<file path="config.mk">
export PLATFORM = sky130hd
export DESIGN_NAME = conv_scheduler
export DESIGN_NICKNAME = d
export VERILOG_FILES = /design/src/rtl/conv_scheduler.sv
export SDC_FILE = /design/constraint.sdc
export NUM_CORES = 1
export LEC_CHECK = 0
export ABC_AREA = 0
export ABC_CLOCK_PERIOD_IN_PS = 4100
export CORE_MARGIN = 2
export CORE_UTILIZATION = 51
export CTS_CLUSTER_SIZE = 16
export DETAILED_ROUTE_END_ITERATION = 12
export PLACE_DENSITY_LB_ADDON = 0.05
export SYNTH_ARGS = -nofsm -noshare
export SYNTH_HDL_FRONTEND = slang
export SYNTH_SLANG_ARGS = --single-unit
</file>
<file path="constraint.sdc">
create_clock -name clk -period 4.1 [get_ports clk]
set_clock_uncertainty 0.05 [all_clocks]
set_input_delay 1.23 -clock clk [delete_from_list [all_inputs] [get_ports clk]]
set_output_delay 1.23 -clock clk [all_outputs]
set_load 0.01 [all_outputs]
</file>
<file path="src/rtl/conv_scheduler.sv">
// Control FSM for the convolution datapath: walks every output pixel in raster
// order, loads its KxK window once, then runs and writes the MAC for N filters.
module conv_scheduler #(
  parameter int N      = 4,
  parameter int IFM_W  = 16,
  parameter int K      = 3,
  parameter int MEM_AW = 10,
  parameter int OFM_AW = 8,
  localparam int OFM_W = IFM_W - K + 1,
  localparam int FW    = (N > 1) ? $clog2(N) : 1,
  localparam int CW    = (OFM_W > 1) ? $clog2(OFM_W) : 1
) (
  input  logic              clk,
  input  logic              rst,
  input  logic              start,
  input  logic              abort,
  output logic              ready,
  output logic              busy,
  output logic              win_ld,
  output logic [MEM_AW-1:0] win_base,
  input  logic              win_done,
  output logic              mac_start,
  output logic [FW-1:0]     filt_sel,
  input  logic              mac_done,
  output logic              ofm_we,
  output logic [OFM_AW-1:0] ofm_addr
);

  typedef enum logic [2:0] {
    IDLE, LOAD, WAIT_WIN, MAC, WAIT_MAC, WRITE, NEXT, DONE
  } stateT;

  localparam logic [CW-1:0] LAST_POS  = CW'(OFM_W - 1);
  localparam logic [FW-1:0] LAST_FILT = FW'(N - 1);

  stateT         state, nextState;
  logic [CW-1:0] ox, oy, oxNext, oyNext;
  logic [FW-1:0] f, fNext;

  always_comb begin
    nextState = state;
    oxNext    = ox;
    oyNext    = oy;
    fNext     = f;
    case (state)
      IDLE: if (start) begin
        nextState = LOAD;
        oxNext    = '0;
        oyNext    = '0;
        fNext     = '0;
      end
      LOAD:     nextState = WAIT_WIN;
      WAIT_WIN: if (win_done) nextState = MAC;
      MAC:      nextState = WAIT_MAC;
      WAIT_MAC: if (mac_done) nextState = WRITE;
      WRITE: begin
        // The window stays resident while the remaining filters reuse it.
        if (f == LAST_FILT) begin
          fNext     = '0;
          nextState = NEXT;
        end else begin
          fNext     = f + 1'b1;
          nextState = MAC;
        end
      end
      NEXT: begin
        if (ox == LAST_POS) begin
          if (oy == LAST_POS) begin
            nextState = DONE;
          end else begin
            oxNext    = '0;
            oyNext    = oy + 1'b1;
            nextState = LOAD;
          end
        end else begin
          oxNext    = ox + 1'b1;
          nextState = LOAD;
        end
      end
      DONE:    nextState = IDLE;
      default: nextState = IDLE;
    endcase
    if (abort && state != IDLE) begin
      nextState = IDLE;
      oxNext    = '0;
      oyNext    = '0;
      fNext     = '0;
    end
  end

  // Strobes are registered from the next state so each one exactly tracks
  // occupancy of its state with no decode glitches.
  always_ff @(posedge clk or negedge rst) begin
    if (!rst) begin
      state     <= IDLE;
      ox        <= '0;
      oy        <= '0;
      f         <= '0;
      busy      <= 1'b0;
      win_ld    <= 1'b0;
      mac_start <= 1'b0;
      ofm_we    <= 1'b0;
      ready     <= 1'b0;
    end else begin
      state     <= nextState;
      ox        <= oxNext;
      oy        <= oyNext;
      f         <= fNext;
      busy      <= (nextState != IDLE);
      win_ld    <= (nextState == LOAD);
      mac_start <= (nextState == MAC);
      ofm_we    <= (nextState == WRITE);
      ready     <= (nextState == DONE);
    end
  end

  assign win_base = MEM_AW'(oy) * MEM_AW'(IFM_W) + MEM_AW'(ox);
  assign ofm_addr = OFM_AW'(oy) * OFM_AW'(OFM_W) + OFM_AW'(ox);
  assign filt_sel = f;

endmodule

</file>
==> impl_metrics.toml <==
[synthesis]
synth.top_cell.area_share = 0.306
ys_top_cells_by_count = "dfrtp_1 (18), nor2_1 (15), ha_1 (14)"
yosys.area.top_type = "dfrtp_1"
async_flop_share = 1.00
synth.most_common_cell = "dfrtp_1"
synth_area_per_cell_um2 = 9.76
synth-seq-area-share = 0.306
synth_edf_count = 0
netlist_area_um2 = 1470
synthCells = 151
yosys_register_bits = 18
yosysWarnings = 0
synth_ff_type = "dfrtp_1"
synthTopCellsByArea = "dfrtp_1 (31%), ha_1 (12%), fa_1 (6.8%)"
yosysUniqueCellTypes = 50

[global_route]
grt_pass1_wl_um = 5380
grt_max_degree = 19
antenna_found_initial = 0
grt_pass1_vias = 1179
grt_overflow = 0
grt_use_total = 0.203

[worst_setup_path]
crit_path_max_fanout = 5
arrival_ns = 2.68
end_kind = "output pin"
regToRegSetupSlack_ns = 1.76
r2r_start = "ox[1]"
worst-setup-path-type = "reg -> out"
crit_buf_inv = 2
cp.required_ns = 2.82
cp_slowest_cell = "fa_1"
path_cells = "fa_1, ha_1, fa_1, xnor2_2, buf_4, xor2_1, dlygate4sd2_1"
cp.depth = 7
r2r-end = "oy[0]"
timing.critical_path.to = "ofm_addr[5]"
critPathMaxStageDelay_ns = 0.49
cpMostUsedCell = "fa_1"
cp_top_family = "adder cells"
rr_worst_depth = 7
startpoint = "oy[1]"
crit_path_start_kind = "flip-flop"

[power_and_ir_drop]
pwr_density_cell_nw_per_um2 = 370
power_switching_w = 0.000270
intPower_w = 0.000402
ir_drop_mv = 0.260
switching_share = 0.402
combPwrFrac = 0.435
seq_power_share = 0.404
p_leak_nw = 0.925
pwr-share-clk = 0.162

[timing]
fin_tns_setup_ns = 0
tightestPinTransition_ns = 0.859
slew_headroom = 0.425
final_max_slew_viol_count = 0
rsz0062_at_grt = "no"
fmax_mhz = 253
hold_viol = 0
finalSetupViolations = 0
fin_crit_sh = 0.965
period_needed_ns = 3.96

[route]
dr.pass1.iters = 4
ant_nets = 0
routedWlPerCell_um = 14.8
drt-total-wl_um = 3140
drtIter0Drc = 68
vias = 1210
viasPerCell = 5.71
drcViolationCount = 0

[die]
fp.dieW_um = 57.8
die_area_um2 = 3340
start_util = 0.534
fp-row-count = 19
die-height_um = 57.8
io_pins = 31
core-area_um2 = 2760

[clock_tree]
cts-buffers-inserted = 3
clk_pin_slew_ns = 0.10
cts_tree = "yes"
cts.htree.levels = 1
cts_buffer_depth = 2
clk-insertion-delay-late_ns = 0.29
clock-root-buffer = "clkbuf_4"
clkSinkCount = 18

[layout]
fillers = 245
layout.nets = 207
multi_input_area_um2 = 936
drive_above_1_share = 0.182
fin_util = 0.658
register_area_um2 = 453
syn2layout_area_growth_pct = 23.1
antenna_cells = 0

[hold_path]
hold_path_class = "reg -> reg"

[flow_run]
cap_violations = 0

[status]
status = "complete, no violations"

[place]
place_hpwl_um = 2400
place_congestion = 0.848
io_buffers = 28
-- stage by stage --
| step | power (W) | cells | cell area (um2) | setup slack (ns) | hold WS, ns |
|---|---|---|---|---|---|
| floorplan | 0.000487 | 152 | 1480 | 0.544 | 0.498 |
| global placement | 0.000565 | 206 | 1750 | 0.110 | 0.455 |
| detailed placement | 0.000568 | 206 | 1750 | 0.0317 | 0.479 |
| CTS | 0.000678 | 211 | 1810 | 0.0431 | 0.505 |
| global route | 0.000720 | 212 | 1810 | 0.0488 | 0.538 |
| finish | 0.000672 | 212 | 1810 | 0.145 | 0.492 |
-- per-layer routing --
metal  track usage  part of all wire  vias to the layer above  wire length [um]
met5             0                 0                        -                 0
met4        0.0565             0.012                        0                39
met3        0.0335             0.044                        6               137
met2         0.356              0.51                       37              1590
met1         0.260              0.44                      580              1370
li1              -                 -                      587                 -
-- worst min-delay path by stage --
stage | slack (ns) | end | cells after the start | from
after global placement | 0.46 | filt_sel[1] | 1 | filt_sel[1]
after global routing | 0.54 | ox[3] | 1 | ox[3]
after detailed placement | 0.48 | filt_sel[1] | 1 | filt_sel[1]
final | 0.49 | filt_sel[1] | 1 | filt_sel[1]
after CTS | 0.50 | filt_sel[1] | 1 | filt_sel[1]
after floorplan | 0.50 | ox[3] | 1 | ox[3]
-- kinds of logic after synthesis --
logic type      after synthesis  share of synthesized area
compound gates               37                      0.190
xor+xnor                      7                     0.0416
fa+ha+maj                    19                      0.187
buf+inv                      19                     0.0730
flops                        18                      0.306
mux                           1                    0.00764
other cells                   1                    0.00254
simple gates                 49                      0.193
-- final cells by class --
class,count,share of cell area
Multi-Input combinational cell,115,0.516
Sequential cell,18,0.250
Timing Repair Buffer,33,0.170
Inverter,11,0.0228
Tap cell,31,0.0214
Clock buffer,4,0.0200
-- power by group through the flow --
stage                     logic, W  registers [W]  clock network (W)
after floorplan           0.000238       0.000249                  0
after global placement    0.000293       0.000272                  0
after detailed placement  0.000293       0.000275                  0
after CTS                 0.000295       0.000271           0.000113
after global routing      0.000322       0.000278           0.000119
final                     0.000292       0.000271           0.000109
-- layout by cell type (no fill, tap or decap), types with 4 or more instances in the layout --
cell	instances
a21oi_1	8
buf_4	5
clkdlybuf4s50_1	24
dfrtp_1	16
fa_1	4
ha_1	14
inv_1	11
nand2_1	5
nor2_1	15
nor3_1	4
o21ai_0	7
xor2_1	4
-- timing repair --
action / in CTS / in global routing
gates resized for setup: 8 / 6
buffers inserted: 1 / 1
hold buffers: 0 / 0
pin swaps: 1 / 0
setup endpoints to repair: 4 / 3
-- registers in the layout (all words and copies together), names as in the netlist --
register,flops
ofm_we,1
ready,1
ox,4
win_ld,1
filt_sel,2
busy,1
oy,4
mac_start,1
state,3
Note: power is estimated with default switching activity, not from simulation.
==> patch 1 (same settings) <==
Set the parameter `N` to 2 (it was 4).
--- a/src/rtl/conv_scheduler.sv
+++ b/src/rtl/conv_scheduler.sv
@@ -1,7 +1,7 @@
 // Control FSM for the convolution datapath: walks every output pixel in raster
 // order, loads its KxK window once, then runs and writes the MAC for N filters.
 module conv_scheduler #(
-  parameter int N      = 4,
+  parameter int N      = 2,
   parameter int IFM_W  = 16,
   parameter int K      = 3,
   parameter int MEM_AW = 10,
Ports: changed (resized filt_sel); port bits go from 31 to 30. The function was not compared with the original's and may differ.
==> patch 1 against the original RTL <==
- die area is 7.0% lower
- largest power group is now sequential cells
- sequential power decreased by 13%
- count of clock-buffer cells in the layout shrank 1
- total power down 20%
- sequential share of layout area down 0.81 points
- via count shrank 8.3%
- sequential cell count down 1
- area after synthesis is 7.6% lower
- non-clock buffer count rose by 7
- cell area shrank 2.3%
- utilization rose by 5.1 points
- worst setup slack got worse by 0.12 ns
- hold slack improved by 0.058 ns
- routed wire length shrank 11%
==> patch 1: results (changes against the original RTL) <==
worst_hold_path:
  holdPathStages: 1  # unchanged
  hp-class: "reg2reg"
cells_and_area:
  num-nets-final: 197  # -4.8%
  reg_top3: "ox (4), oy (4), state (3)"
  n_antenna_cell: 0  # unchanged
  drive_gt1_frac: 0.238  # +0.0561
  fillers: 190  # -22%
  fin_cells: 202  # -4.7%
global_route:
  grt_pass1_wl_mm: 4.81  # -11%
  antenna_found_initial: 0  # unchanged
  grt.total_usage: 0.192  # -0.0109
  grt_max_degree: 18  # -1
  first_global_vias: 1052  # -11%
setup_path:
  slowest_delay_ns: 0.52  # +0.03 ns
  reg2reg_depth: 8  # +1
  path_max_fanout: 3  # -2
  crit_slowest_cell: "fa_1"
  cp.arrival_ns: 2.80  # +0.12 ns
synthesis:
  async_flop_share: 1.00  # unchanged
  netlist_top_cells_area: "dfrtp_1 (31%), ha_1 (12%), fa_1 (7.3%), inv_1 (3.3%), buf_4 (2.8%)"
  yosys-top-cells-count: "dfrtp_1 (17), ha_1 (13), inv_1 (12)"
  ys.flop_type: "dfrtp_1"
  yosys_warnings: 0  # unchanged
  synth_cell_types: 50  # unchanged
  syn_area_per_cell_sq_um: 10.2  # +5.0%
  ys_seq_area_frac: 0.312  # +0.00661
timing:
  worst_pin_slew_ns: 0.795  # -0.0646 ns
clocking:
  clkTransAtPathRegs_ns: 0.10  # about the same
  htree_num_levels: 1  # unchanged
  clk_latency_ns: 0.29  # about the same
  clk_path_buf_depth: 2  # unchanged
  cts_buffers: 3  # unchanged
  root_buffer: "clkbuf_4"
status:
  status: "finished clean"
routing:
  wl_per_cell_microns: 13.8  # -6.5%
  drtIter0Drc: 27  # -60%
  first_pass_iters: 5  # +1
  viasPerCell: 5.49  # -3.8%
placed_design:
  gp_congestion: 0.751  # -11%
  place_area_sq_um: 1700  # -3.1%
  io_buffers: 27  # -3.6%
  hpwl_mm: 2.08  # -13%
  dp.cells: 194  # -5.8%
power_and_ir_drop:
  leakage_nw: 0.871  # -5.8%
  ir_drop_uv: 402  # +55%
==> patch 1: logic make-up (layout without fill, tap and decap cells) <==
kind of cell | Yosys count | after routing | share of synthesized area
AO/OA/AOI/OAI | 26 | 26 | 0.151
XOR/XNOR | 7 | 7 | 0.0450
adder cells (fa/ha/maj) | 18 | 18 | 0.193
buffers and inverters | 18 | 56 | 0.0643
flip-flops | 17 | 17 | 0.312
multiplexers | 2 | 2 | 0.0147
other | 1 | 2 | 0.00275
AND/OR/NAND/NOR | 44 | 44 | 0.218
==> patch 1: layout make-up <==
type | instances | area share
Inverter | 12 | 0.0254
Timing Repair Buffer | 40 | 0.201
Multi-Input combinational cell | 99 | 0.496
Sequential cell | 17 | 0.242
Clock buffer | 3 | 0.0127
Clock inverter | 1 | 0.00282
Tap cell | 30 | 0.0212
==> patch 1: critical path, delay by kind of cell, from the launching register on <==
family | cells | cell delay (ns)
XOR/XNOR | 2 | 0.35
adder cells (fa/ha/maj) | 2 | 0.90
buffers and inverters | 5 | 0.80
flip-flops | 1 | 0.45
==> patch 1: per-layer routing <==
metal / global-route usage / vias to the layer above / wire [microns] / part of all wire
li1: - / 548 / - / -
met2: 0.301 / 24 / 1320 / 0.47
met5: 0 / - / 0 / 0
met4: 0.0592 / 0 / 12 / 0.0043
met1: 0.275 / 535 / 1380 / 0.49
met3: 0.0302 / 2 / 84 / 0.030
==> patch 1: through the flow <==
| step | utilization | worst slack [ns] | TNS [ns] |
|---|---|---|---|
| after floorplan | - | 0.441 | 0 |
| after CTS | 0.704 | 0.00817 | 0 |
| after global routing | 0.709 | -0.0224 | -0.0224 |
| final | 0.709 | 0.0225 | 0 |
| after detailed placement | 0.680 | 0.00958 | 0 |
| after global placement | 0.680 | 0.0612 | 0 |
==> patch 1: path summary, 6_finish.rpt <==
path	startpoint	to	slack (ns)
max reg2reg	oy[1]$_DFFE_PN0P_	mac_start$_DFF_PN0_	2.12
max	oy[2]$_DFFE_PN0P_	ofm_addr[5]	0.02
min in group asynchronous	rst	ready$_DFF_PN0_	1.34
max in group asynchronous	rst	oy[2]$_DFFE_PN0P_	2.11
min reg2reg	ox[0]$_DFFE_PN0P_	ox[0]$_DFFE_PN0P_	0.55
min	ox[0]$_DFFE_PN0P_	ox[0]$_DFFE_PN0P_	0.55
==> patch 1: what timing repair did <==
action,in CTS,in global routing
pin swaps,0,3
gates resized for setup,12,6
setup endpoints to repair,4,3
buffers inserted,2,2
==> patch 1: power breakdown <==
group          internal [W]  leakage, nW  total [W]  switching, W
Combinational      0.000103        0.625   0.000215      0.000112
Clock             0.0000362       0.0177  0.0000907     0.0000544
Sequential         0.000193        0.229   0.000235     0.0000415
==> patch 2 (config.mk and constraints unchanged) <==
Made on the original files. Encoding of `stateT`: now Gray code (3 bits for 8 states).
--- a/src/rtl/conv_scheduler.sv
+++ b/src/rtl/conv_scheduler.sv
@@ -27,7 +27,7 @@
 );
 
   typedef enum logic [2:0] {
-    IDLE, LOAD, WAIT_WIN, MAC, WAIT_MAC, WRITE, NEXT, DONE
+    IDLE = 3'b000, LOAD = 3'b001, WAIT_WIN = 3'b011, MAC = 3'b010, WAIT_MAC = 3'b110, WRITE = 3'b111, NEXT = 3'b101, DONE = 3'b100
   } stateT;
 
   localparam logic [CW-1:0] LAST_POS  = CW'(OFM_W - 1);
Function: no difference found for any inputs over 10 cycles, from zero or initial values and one cycle with rst low; not proved beyond that.
==> patch 2 against the original RTL <==
- highest routed layer unchanged
- worst setup slack got worse by 0.080 ns
- sequential cell count unchanged
- cell area increased by 1.4%
- routed wire length down 4.6%
- largest power group is now sequential cells
- total power down 18%
- register-to-register slack better by 0.20 ns
- area after synthesis up 0.59%
- combinational power fell by 30%
==> patch 2: results (changes against the original RTL) <==
placed_design:
  hpwl_mm: 2.36  # -1.6%
  dp.cells: 198  # -3.9%
  pre_cts_ws_ns: -0.0322  # -0.0639 ns
  gp_congestion: 0.769  # -9.4%
  place_area_sq_um: 1780  # +1.3%
routing:
  wl_per_cell_microns: 14.8  # about the same
  wl_mm: 2.99  # -4.6%
  viasPerCell: 5.68  # -0.51%
  drtIter0Drc: 53  # -22%
synthesis:
  synth_compound_area_frac: 0.175  # -0.0155
  synth_cells: 141  # -6.6%
  synthAdderAreaFrac: 0.186  # -0.00110
  yosys-top-cells-count: "dfrtp_1 (18), ha_1 (14), inv_1 (11)"
  synth_xor_area_frac: 0.0295  # -0.0121
  ys_seq_area_frac: 0.304  # -0.00181
  synthMuxAreaShare: 0.0354  # +0.0278
  yosys_warnings: 0  # unchanged
  synth_cell_types: 49  # -2.0%
  netlist_top_cells_area: "dfrtp_1 (30%), ha_1 (12%), fa_1 (6.8%), inv_1 (2.8%), a21oi_1 (2.7%)"
global_route:
  grt_max_degree: 19  # unchanged
  grt_pass1_wl_mm: 5.22  # -2.8%
  grt.total_usage: 0.201  # -0.00207
  first_global_vias: 1125  # -4.6%
clocking:
  htree_num_levels: 1  # unchanged
  cts_setup_buffers: 0  # -1
  cts_resized: 9  # +1
  root_buffer: "clkbuf_4"
setup_path:
  path_max_fanout: 3  # -2
  slowest_delay_ns: 0.60  # +0.11 ns
  cp.arrival_ns: 2.76  # +0.08 ns
  critPathTopFamily: "simple AND/OR/NAND/NOR gates"
  crit_start: "oy[2]$_DFFE_PN0P_"
power_and_ir_drop:
  ir_drop_uv: 257  # -0.96%
  p_comb_frac: 0.372  # -0.063
  p_int_w: 0.000363  # -9.7%
  power_frac_seq: 0.425  # +0.021
  powerSeq_w: 0.000234  # -14%
  leakage_nw: 0.910  # -1.7%
status:
  status: "finished clean"
timing:
  slew_headroom: 0.452  # +0.0267
cells_and_area:
  drive_gt1_frac: 0.175  # -0.00688
  areaGrowthSynthToFinish_pct: 24.1
  fillers: 246  # +0.41%
worst_hold_path:
  hp-class: "reg2reg"
patch 2: layout make-up:
class | count | share of cell area
multi-input cells | 105 | 0.524
flip-flops and latches | 18 | 0.245
repair buffers | 33 | 0.168
inverters | 11 | 0.0224
well taps | 31 | 0.0211
clock buffers | 4 | 0.0197
patch 2: final timing paths:
kind	to	cells past startpoint	slack, ns
max reg2reg	oy[0]$_DFFE_PN0P_	6	1.96
max in group asynchronous	ox[3]$_DFFE_PN0P_	1	2.14
min in group asynchronous	ofm_we$_DFF_PN0_	1	1.34
min reg2reg	filt_sel[1]$_DFFE_PN0P_	1	0.52
min	filt_sel[1]$_DFFE_PN0P_	1	0.52
max	ofm_addr[7]	7	0.06
patch 2: routing by layer:
layer / part of all wire / up-vias / GRT usage
met5: 0 / - / 0
met1: 0.47 / 569 / 0.289
met2: 0.48 / 21 / 0.317
met4: 0.011 / 0 / 0.0664
li1: - / 553 / -
met3: 0.031 / 4 / 0.0268
